## src/rtl/deal_sequencer.sv

```systemverilog
// deal_sequencer: round controller for one BlackJack hand.
// Paces dealt cards with the 2 s timer, tracks soft sums, decides the result.
module deal_sequencer #(
  parameter int DEALER_STAND = 17,
  parameter int SUM_W        = 5
) (
  input  logic             clk_50M,
  input  logic             i_Reset,
  input  logic             i_Start,
  input  logic             i_Hit,
  input  logic             i_Stay,
  input  logic             i_TwoSec,
  input  logic             i_CardValid,
  input  logic [3:0]       i_Card,
  output logic             o_Zero,
  output logic             o_ActiveCounter,
  output logic             o_CardReq,
  output logic [SUM_W-1:0] o_PlayerSum,
  output logic [SUM_W-1:0] o_DealerSum,
  output logic [1:0]       o_Result,
  output logic             o_Busy,
  output logic             o_Done
);

  localparam int IW = SUM_W + 1;
  localparam logic [IW-1:0] BJ    = IW'(21);
  localparam logic [IW-1:0] STAND = IW'(DEALER_STAND);

  typedef enum logic [3:0] {
    IDLE, DEAL_P1, DEAL_D1, DEAL_P2, DEAL_D2,
    PLAYER, DEALER, WAIT_CLR, WAIT_RUN, RESULT, DONE
  } state_t;

  state_t state, ret_state, deal_ret;

  logic [IW-1:0] p_sum, d_sum;
  logic [2:0]    p_soft, d_soft;

  logic          is_dealer, is_ace, take, start_ok;
  logic [IW-1:0] card_val, cur_sum, raw_sum, new_sum;
  logic [2:0]    cur_soft, raw_soft, new_soft;

  assign o_PlayerSum = p_sum[SUM_W-1:0];
  assign o_DealerSum = d_sum[SUM_W-1:0];

  always_comb begin
    is_dealer = (state == DEAL_D1) || (state == DEAL_D2) ||
                (state == DEALER);
    is_ace    = (i_Card == 4'd1);
    take      = o_CardReq && i_CardValid;
    start_ok  = i_Start && ((state == IDLE) || (state == DONE));
    card_val  = IW'(10);
    unique case (1'b1)
      is_ace:                             card_val = IW'(11);
      (i_Card >= 4'd2 && i_Card <= 4'd10): card_val = IW'(i_Card);
      default:                            card_val = IW'(10);
    endcase
    cur_sum  = is_dealer ? d_sum : p_sum;
    cur_soft = is_dealer ? d_soft : p_soft;
    raw_sum  = cur_sum + card_val;
    raw_soft = cur_soft + {2'b00, is_ace};
    new_sum  = raw_sum;
    new_soft = raw_soft;
    // One ace demotion per card suffices: only one ace can still count 11.
    if (raw_sum > BJ && raw_soft != 3'd0) begin
      new_sum  = raw_sum - IW'(10);
      new_soft = raw_soft - 3'd1;
    end
    deal_ret = PLAYER;
    unique case (state)
      DEAL_P1: deal_ret = DEAL_D1;
      DEAL_D1: deal_ret = DEAL_P2;
      DEAL_P2: deal_ret = DEAL_D2;
      default: deal_ret = PLAYER;
    endcase
  end

  always_ff @(posedge clk_50M) begin
    if (i_Reset) begin
      p_sum  <= '0;
      d_sum  <= '0;
      p_soft <= '0;
      d_soft <= '0;
    end else if (start_ok) begin
      p_sum  <= '0;
      d_sum  <= '0;
      p_soft <= '0;
      d_soft <= '0;
    end else if (take) begin
      if (is_dealer) begin
        d_sum  <= new_sum;
        d_soft <= new_soft;
      end else begin
        p_sum  <= new_sum;
        p_soft <= new_soft;
      end
    end
  end

  always_ff @(posedge clk_50M) begin
    if (i_Reset) begin
      state           <= IDLE;
      ret_state       <= IDLE;
      o_Zero          <= 1'b0;
      o_ActiveCounter <= 1'b0;
      o_CardReq       <= 1'b0;
      o_Result        <= 2'b00;
      o_Busy          <= 1'b0;
      o_Done          <= 1'b0;
    end else begin
      o_Zero <= 1'b0;
      unique case (state)
        IDLE, DONE: begin
          if (i_Start) begin
            o_Result <= 2'b00;
            o_Busy   <= 1'b1;
            o_Done   <= 1'b0;
            state    <= DEAL_P1;
          end
        end
        DEAL_P1, DEAL_D1, DEAL_P2, DEAL_D2: begin
          if (!o_CardReq) begin
            o_CardReq <= 1'b1;
          end else if (i_CardValid) begin
            o_CardReq <= 1'b0;
            ret_state <= deal_ret;
            o_Zero    <= 1'b1;
            state     <= WAIT_CLR;
          end
        end
        PLAYER: begin
          if (o_CardReq) begin
            if (i_CardValid) begin
              o_CardReq <= 1'b0;
              ret_state <= (new_sum > BJ) ? RESULT : PLAYER;
              o_Zero    <= 1'b1;
              state     <= WAIT_CLR;
            end
          end else if (p_sum > BJ) begin
            state <= RESULT;
          end else if (p_sum == BJ || i_Stay) begin
            state <= DEALER;
          end else if (i_Hit) begin
            o_CardReq <= 1'b1;
          end
        end
        DEALER: begin
          if (o_CardReq) begin
            if (i_CardValid) begin
              o_CardReq <= 1'b0;
              ret_state <= DEALER;
              o_Zero    <= 1'b1;
              state     <= WAIT_CLR;
            end
          end else if (d_sum < STAND) begin
            o_CardReq <= 1'b1;
          end else begin
            state <= RESULT;
          end
        end
        WAIT_CLR: begin
          o_ActiveCounter <= 1'b1;
          state           <= WAIT_RUN;
        end
        WAIT_RUN: begin
          if (i_TwoSec) begin
            o_ActiveCounter <= 1'b0;
            state           <= ret_state;
          end
        end
        RESULT: begin
          if (p_sum > BJ)      o_Result <= 2'b10;
          else if (d_sum > BJ) o_Result <= 2'b01;
          else if (p_sum > d_sum) o_Result <= 2'b01;
          else if (p_sum < d_sum) o_Result <= 2'b10;
          else                 o_Result <= 2'b11;
          o_Busy <= 1'b0;
          o_Done <= 1'b1;
          state  <= DONE;
        end
        default: state <= IDLE;
      endcase
    end
  end

endmodule

```

## config.mk

```make
export PLATFORM = sky130hd
export DESIGN_NAME = deal_sequencer
export DESIGN_NICKNAME = d
export VERILOG_FILES = /design/src/rtl/deal_sequencer.sv
export SDC_FILE = /design/constraint.sdc
export NUM_CORES = 1
export LEC_CHECK = 0
export ABC_AREA = 1
export CORE_AREA = 2 2 76 78
export CTS_BUF_LIST = sky130_fd_sc_hd__clkbuf_4 sky130_fd_sc_hd__clkbuf_8 sky130_fd_sc_hd__clkbuf_16
export DETAILED_ROUTE_END_ITERATION = 7
export DIE_AREA = 0 0 78 80
export HOLD_SLACK_MARGIN = 0.08
export PLACE_DENSITY = 0.62
export SLEW_MARGIN = 20
export SYNTH_ARGS = -nofsm -noshare
export SYNTH_HDL_FRONTEND = slang
export SYNTH_SLANG_ARGS = --single-unit
```

## constraint.sdc

```tcl
create_clock -name clk_50M -period 9.19 [get_ports clk_50M]
set_clock_uncertainty 0.2 [all_clocks]
set_input_delay 1.838 -clock clk_50M [delete_from_list [all_inputs] [get_ports clk_50M]]
set_output_delay 1.838 -clock clk_50M [all_outputs]
set_load 0.01 [all_outputs]
```

==> results.cfg <==
[critical_path]
worst_path_largest_cell_delay_ns = 0.54
path_cells = clkdlybuf4s50_1 > nor2_1 > nor2_1 > a21oi_1 > inv_1 > nor2_1 > fa_1 > xnor2_1 > inv_1 > ha_1 > xor2_1 > nand3_1 > nand2_1 > inv_1 > nand2_1 > nand2_1 > nand2_1 > nand2_1 > nand2_1 > a21oi_2
cp.required_ns = 9.15
path_class = in2reg
critPathArrivalTime_ns = 4.65
path_max_fanout = 5
crit_top_cell = nand2_1
critPathTopFamily = simple AND/OR/NAND/NOR gates
critPathLaunch = i_Card[1]
worst-path-stages = 20
worst_r2r_endpoint = ret_state[2]
startpoint_type = input port
cp.buffers_inverters = 4
ff2ff_setup_slack_ns = 5.60
slowest_stage = clkdlybuf4s50_1
crit_path_end = ret_state[2]
rr_startpoint = state[0]
rr_worst_depth = 20
worst_setup_path_end_kind = flip-flop

[sta]
finalCritPeriodShare_pct = 51.0
clock.fmax_ghz = 0.214
worst_slew_pin_slew_ns = 0.465
hold_violations = 0
period_minus_slack_ns = 4.68
maxSlewViolCount = 0
timing.slew.headroom_pct = 68.7
finalSetupTns_ns = 0
rsz0062_at_grt = false
setup_violations = 0

[layout]
stdcell_area_sq_um = 2730
fin_cells = 459
drive_gt1_share_pct = 6.20
n_antenna_cell = 0
post-route-util_pct = 50.4
area_growth_syn_to_layout_pct = 15.0
fin_nets = 413
nFillCells = 567

[synthesis]
async_flop_share_pct = 0
ys_warn_count = 0
synth-seq-area-share_pct = 27.9
synth-seq-cells = 33
yosysTopAreaCell = dfxtp_1
synth_edf_count = 0
synth_most_common_cell = inv_1
synth_common_cells = inv_1, nand2_1, o21ai_0, nor2_1, dfxtp_1
synth_nets = 394
synth.distinct_cells = 32
syn_area_per_cell_sq_um = 6.46
synthTopCellsByArea = dfxtp_1, inv_1, nand2_1, o21ai_0, ha_1
synthFlopType = dfxtp_1
synthCells = 367
yosysTopAreaCellShare_pct = 27.9
netlist_area_sq_um = 2370

[placement]
post-dp-hpwl_um = 4650
place.gp.congestion = 0.851
dp_cells = 451
place_area_sq_um = 2640
port_buffers = 27

[global_routing]
overflow = 0
antenna_found_initial = 0
grt_usage_pct = 20.7
grt_pass1_vias = 2170
grt_pass1_wl_um = 10300
grt_max_degree = 19

[power]
leakage_nw = 1.29
pwr-share-comb_pct = 48.3
p_seq_share_pct = 31.9
intPower_mw = 0.322
p_switching_mw = 0.248
p_total_mw = 0.569
p_per_area_nw_per_um2 = 209
ir_drop_mv = 0.162
swShare_pct = 43.5
clock_power_share_pct = 19.9

[die]
die_h_um = 80
initial_core_util_pct = 43.8
io_pins = 28
dieWidth_um = 78
core-area_sq_um = 5410
die-area_sq_um = 6240
rows = 27

[clock_network]
cts_tree = done
clkLatencyLatePin_ns = 0.28
clock-sinks = 33
cts_setup_buffers = 0
cts_made_buffers = 5
root_buffer = clkbuf_8
cts_resized = 0
clk_pin_slew_ns = 0.06
clk_path_buf_depth = 2
cts_hold_buf = 0
cts_max_level = 2

[routing]
drt_pass1_iterations = 5
num_vias = 2320
via_per_inst = 5.05
wirelength_um = 5850
drcViolationCount = 0
routedWlPerCell_um = 12.7
ant_nets = 0
drtIter0Drc = 151

[min_path]
hold-path-cell-count = 2
hp-class = reg2reg

[flow_run]
drv_cap = 0

[outcome]
status = finished clean
==> worst min-delay path, cell delays in order, from the launching register on <==
cell	delay, ns
dfxtp_1	0.31
nand2_1	0.06
nand2_1	0.04
==> logic make-up after synthesis <==
group / share of synthesized area [%]
AO/OA/AOI/OAI: 20.4
XOR/XNOR: 1.48
AND/OR/NAND/NOR: 26.0
adder cells (fa/ha/maj): 8.76
flip-flops: 27.9
buffers and inverters: 15.4
==> power groups by stage <==
stage               Combinational [mW]  Clock [mW]  Sequential (mW)
finish                           0.275       0.113            0.181
global placement                 0.269           0            0.184
CTS                              0.274       0.116            0.181
floorplan                        0.209           0            0.179
detailed placement               0.272           0            0.184
global route                     0.317       0.123            0.185
==> worst min-delay path by stage <==
stage / start / to / slack [ns]
finish: o_Done / o_Done / 0.26
global route: o_Done / o_Done / 0.29
CTS: o_Done / o_Done / 0.26
detailed placement: o_Done / o_Done / 0.24
global placement: o_Done / o_Done / 0.24
floorplan: o_Done / o_Done / 0.27
==> through the flow <==
step	setup WS [ns]	hold slack, ns
2_1_floorplan	5.07	0.270
3_3_place_gp	4.23	0.241
3_5_place_dp	4.24	0.241
4_1_cts	4.51	0.257
5_1_grt	4.14	0.287
6_report	4.51	0.255
==> state kept, by name (all words and copies together), names as in the netlist <==
register	flops
d_soft	3
d_sum	6
o_ActiveCounter	1
o_Busy	1
o_CardReq	1
o_Done	1
o_Result	2
o_Zero	1
p_soft	3
p_sum	6
ret_state	4
state	4
==> cell type report <==
class	count	area (sq um)	share of cell area, %
Clock buffer	8	91.3	3.35
Inverter	72	270	9.91
Multi-Input combinational cell	247	1340	49.3
Sequential cell	33	661	24.2
Tap cell	72	90.1	3.30
Timing Repair Buffer	27	270	9.91
==> metal layers <==
metal | global-route usage [%] | vias to the layer above | share of wire, %
met2 | 31.8 | 64 | 42
met5 | 0 | - | 0
met4 | 4.91 | 0 | 0.97
li1 | - | 1208 | -
met3 | 2.94 | 4 | 5.7
met1 | 30.6 | 1044 | 51
==> layout by cell type (no fill, tap or decap), types with 3 or more instances in the layout <==
cell type        Yosys  final
o21ai_0             44     44
ha_1                15     15
dfxtp_1             33     33
nand2_2              5      5
nor2_2               3      3
nand2_1             67     67
clkbuf_8             0      5
nor3_1               3      3
inv_1               72     72
clkdlybuf4s50_1      0     27
nand3_1             13     13
clkbuf_4             0      3
nor2_1              36     36
a21oi_1             32     32
nand2_4              3      3
Power figures use the tool's default switching activity.
